**src/rtl/transmissor_chave.sv**
```systemverilog
// Serial key transmitter: loads CHAVE or dado and shifts it out LSB-first with a
// bit-valid qualifier, optionally repeating frames separated by GAP idle cycles.
module transmissor_chave #(
  parameter int               NBITS = 4,
  parameter logic [NBITS-1:0] CHAVE = 4'b1101,
  parameter int               GAP   = 2
) (
  input  logic             clk_2,
  input  logic             reset,
  input  logic             start,
  input  logic             repetir,
  input  logic             usar_chave,
  input  logic [NBITS-1:0] dado,
  output logic             serial_out,
  output logic             bit_valido,
  output logic             ocupado,
  output logic             fim,
  output logic [7:0]       n_quadros
);

  localparam int CW = (NBITS > 1) ? $clog2(NBITS) : 1;
  localparam int GW = (GAP > 1) ? $clog2(GAP) : 1;
  localparam logic [CW-1:0] BIT_LAST = CW'(NBITS - 1);
  localparam logic [CW-1:0] BIT_PEN  = CW'((NBITS > 1) ? NBITS - 2 : 0);
  localparam logic [GW-1:0] GAP_LAST = GW'((GAP > 0) ? GAP - 1 : 0);

  typedef enum logic [1:0] {OCIOSO, ENVIA, INTERVALO} estado_t;

  estado_t          estado_reg;
  logic [NBITS-1:0] sreg_reg;
  logic [CW-1:0]    cnt_reg;
  logic [GW-1:0]    gap_reg;

  logic [NBITS-1:0] palavra;
  logic             ultimo_bit;
  logic             ultimo_gap;
  logic             carrega;

  assign palavra = usar_chave ? CHAVE : dado;

  // A frame load happens from idle on start, or at a frame/gap boundary while repeating.
  always_comb begin
    ultimo_bit = (estado_reg == ENVIA) && (cnt_reg == BIT_LAST);
    ultimo_gap = (estado_reg == INTERVALO) && (gap_reg == GAP_LAST);
    carrega    = ((estado_reg == OCIOSO) && start)
               || (ultimo_bit && repetir && (GAP == 0))
               || (ultimo_gap && repetir);
  end

  always_ff @(posedge clk_2 or negedge reset) begin
    if (!reset) begin
      estado_reg <= OCIOSO;
      sreg_reg   <= '0;
      cnt_reg    <= '0;
      gap_reg    <= '0;
      serial_out <= 1'b0;
      bit_valido <= 1'b0;
      ocupado    <= 1'b0;
      fim        <= 1'b0;
      n_quadros  <= 8'd0;
    end else begin
      if (ultimo_bit)
        n_quadros <= n_quadros + 8'd1;

      if (carrega) begin
        // Bit 0 goes straight to the output register; the rest waits in sreg_reg.
        estado_reg <= ENVIA;
        sreg_reg   <= palavra >> 1;
        cnt_reg    <= '0;
        serial_out <= palavra[0];
        bit_valido <= 1'b1;
        ocupado    <= 1'b1;
        fim        <= (NBITS == 1);
      end else begin
        case (estado_reg)
          ENVIA: begin
            if (ultimo_bit) begin
              serial_out <= 1'b0;
              bit_valido <= 1'b0;
              fim        <= 1'b0;
              if (repetir) begin
                estado_reg <= INTERVALO;
                gap_reg    <= '0;
              end else begin
                estado_reg <= OCIOSO;
                ocupado    <= 1'b0;
              end
            end else begin
              serial_out <= sreg_reg[0];
              sreg_reg   <= sreg_reg >> 1;
              cnt_reg    <= cnt_reg + CW'(1);
              fim        <= (cnt_reg == BIT_PEN);
            end
          end
          INTERVALO: begin
            if (ultimo_gap) begin
              estado_reg <= OCIOSO;
              ocupado    <= 1'b0;
            end else begin
              gap_reg <= gap_reg + GW'(1);
            end
          end
          default: estado_reg <= OCIOSO;
        endcase
      end
    end
  end

endmodule

```
**config.mk**
```make
export PLATFORM = sky130hd
export DESIGN_NAME = transmissor_chave
export DESIGN_NICKNAME = d
export VERILOG_FILES = /design/src/rtl/transmissor_chave.sv
export SDC_FILE = /design/constraint.sdc
export NUM_CORES = 1
export LEC_CHECK = 0
export ABC_AREA = 1
export CAP_MARGIN = 20
export CORE_UTILIZATION = 53
export CTS_CLUSTER_SIZE = 10
export DETAILED_ROUTE_END_ITERATION = 10
export PLACE_DENSITY = 0.9
export SLEW_MARGIN = 20
export SYNTH_ARGS = -nofsm -noshare
export SYNTH_HDL_FRONTEND = slang
export SYNTH_SLANG_ARGS = --single-unit
```
**constraint.sdc**
```tcl
create_clock -name clk_2 -period 2.11 [get_ports clk_2]
set_input_delay 0.422 -clock clk_2 [delete_from_list [all_inputs] [get_ports clk_2]]
set_output_delay 0.422 -clock clk_2 [all_outputs]
set_load 0.02 [all_outputs]
```
==> out/metrics.yaml <==
drive_above_1_share: 0.0952
ios: 21
synth_nets: 139
yosysMostFrequentCell: "nand2_1"
cap_violations: 0
cts_tree: "built"
dp_hpwl_mm: 1.62
postCtsSetupBuffers: 0
required_ns: 1.69
dr_total_vias: 897
rr_worst_depth: 7
ys_top_cells_by_area: "dfrtp_1 47%, nand2_1 13%, ha_1 7.1%"
synth_top_area_share: 0.474
tightest_slew_ns: 0.352
cts_buffer_depth: 2
grt_pass1_wl_mm: 3.48
critPathBufInv: 1
critPathKind: "flip-flop to output port"
tns_ns: 0
nets: 163
p_clk_frac: 0.198
cts_num_sinks: 20
async_flop_share: 1.00
dominantRegCellSynth: "dfrtp_1"
wl_mm: 2.12
die_y_um: 46.6
synth-warning-count: 0
power_density_nw_per_um2: 1200
path_delay_family: "buffers and inverters"
rsz0062_at_grt: "false"
antenna_cells: 0
rows: 15
synth_seq_area_share: 0.474
reg2reg_from: "estado_reg[1]"
swShare: 0.394
cp.arrival_ns: 1.52
syn_area_um2: 1050
cpPeakStageDelay_ns: 0.67
setup_viol: 0
grt_pass1_vias: 867
die_w_um: 46.6
synthCells: 124
ant_nets: 0
r2r-end: "n_quadros[7]"
root_buffer: "clkbuf_4"
crit_fanout: 9
rrSetupSlack_ns: 0.51
min_period_over_period: 0.918
worstPathCellList: "clkdlybuf4s50_1"
cts_buffers: 3
relSlewSlack: 0.765
core_um2: 1800
fin_crit_ns: 1.94
die-area_um2: 2170
combPwrFrac: 0.433
htree_num_levels: 1
remaining_drc_errors: 0
hold_viol: 0
initial_core_util: 0.585
cts-hold-fix-buffers: 0
total_power_mw: 1.60
grt_overflow_total: 0
synth_seq_cells: 20
fin_skew_ns: 0.00122
avgSynthCellArea_um2: 8.51
dp_cells: 168
slew_viol_final: 0
peakVddDrop_v: 0.000978
cp.depth: 1
fmax_mhz: 516
wl_per_cell_um: 12.3
gp_congestion: 0.758
cts_resized: 0
final-instance-count-excl-fill: 172
drtIter0Drc: 18
cp-end-kind: "output port"
clk_latency_ns: 0.31
firstDrtPassIters: 4
synth_edf_count: 0
yosys.area.top_type: "dfrtp_1"
synth.distinct_cells: 22
grt_usage: 0.229
status: "completed"
viasPerCell: 5.22
antenna_found_initial: 0
cts.clk_slew.worst_paths_ns: 0.12
largest_reg_flops: 8
grt_start_max_net_pins: 21
cp-start-kind: "flip-flop"
area_delta_synth_final_pct: 26.1
slowest_stage: "clkdlybuf4s50_1"
internal-power_mw: 0.971
p_switching_mw: 0.630
port_buffers: 20
synth_common_cells: "37 x nand2_1, 20 x dfrtp_1, 16 x inv_1"
leakage_nw: 0.636
holdCritPathClass: "input port to asynchronous set/reset pin"
seq_power_share: 0.369
==> logic make-up (layout without fill, tap and decap cells) <==
group	after synthesis	count (layout)	synth area share
xor+xnor	4	4	0.0332
buf+inv	20	43	0.0818
simple gates	64	64	0.286
compound gates	9	9	0.0427
fa+ha+maj	6	6	0.0712
mux	1	1	0.0107
flops	20	20	0.474
==> cell usage in the layout, fill, tap and decap left out <==
| cell | n |
|---|---|
| nand2_2 | 2 |
| clkdlybuf4s50_1 | 20 |
| a21oi_1 | 2 |
| nor2_4 | 1 |
| xor2_1 | 2 |
| ha_1 | 6 |
| buf_4 | 1 |
| mux2_2 | 1 |
| o21ai_0 | 5 |
| inv_4 | 1 |
| o21ai_1 | 2 |
| nand2_1 | 37 |
| xnor2_1 | 2 |
| nand4_1 | 4 |
| nor2_2 | 3 |
| nand3_1 | 11 |
| clkbuf_4 | 3 |
| dfrtp_1 | 20 |
| bufinv_16 | 1 |
| nand3_4 | 1 |
| nor2_1 | 4 |
| nand3b_1 | 1 |
| inv_1 | 16 |
| clkinv_1 | 1 |
==> power groups by stage <==
stage	Sequential, mW	Combinational (mW)	Clock, mW
CTS	0.590	0.698	0.316
floorplan	0.636	0.440	0
global placement	0.591	0.658	0
finish	0.590	0.694	0.317
detailed placement	0.597	0.696	0
global route	0.603	0.771	0.334
==> stage by stage <==
step	hold WS [ns]	worst slack [ns]	utilization	instance area [µm²]
finish	0.437	0.172	0.738	1330
global placement	0.465	0.521	0.709	1280
global route	0.471	0.139	0.738	1330
CTS	0.453	0.195	0.738	1330
detailed placement	0.467	0.463	0.709	1280
floorplan	0.126	0.826	-	1050
==> routing by layer <==
metal / track usage / share of wire / vias up
met1: 0.284 / 0.44 / 433
met3: 0.0353 / 0.038 / 5
li1: - / - / 438
met5: 0 / 0 / -
met4: 0.0857 / 0.017 / 0
met2: 0.397 / 0.50 / 21
==> worst max path at each step <==
stage                  startpoint           end  slack (ns)
global placement          repetir    serial_out        0.52
detailed placement        repetir    serial_out        0.46
global route         n_quadros[3]  n_quadros[3]        0.14
floorplan           estado_reg[1]  n_quadros[1]        0.83
finish               n_quadros[3]  n_quadros[3]        0.17
CTS                  n_quadros[3]  n_quadros[3]        0.19
==> layout make-up <==
| cell class | count | area (µm²) |
|---|---|---|
| flip-flops and latches | 20 | 500 |
| fillers | 144 | 472 |
| multi-input cells | 84 | 468 |
| repair buffers | 21 | 208 |
| inverters | 18 | 70.1 |
| well taps | 25 | 31.3 |
| clock inverters | 1 | 30.0 |
| clock buffers | 3 | 22.5 |
Note: power is estimated with default switching activity, not from simulation.
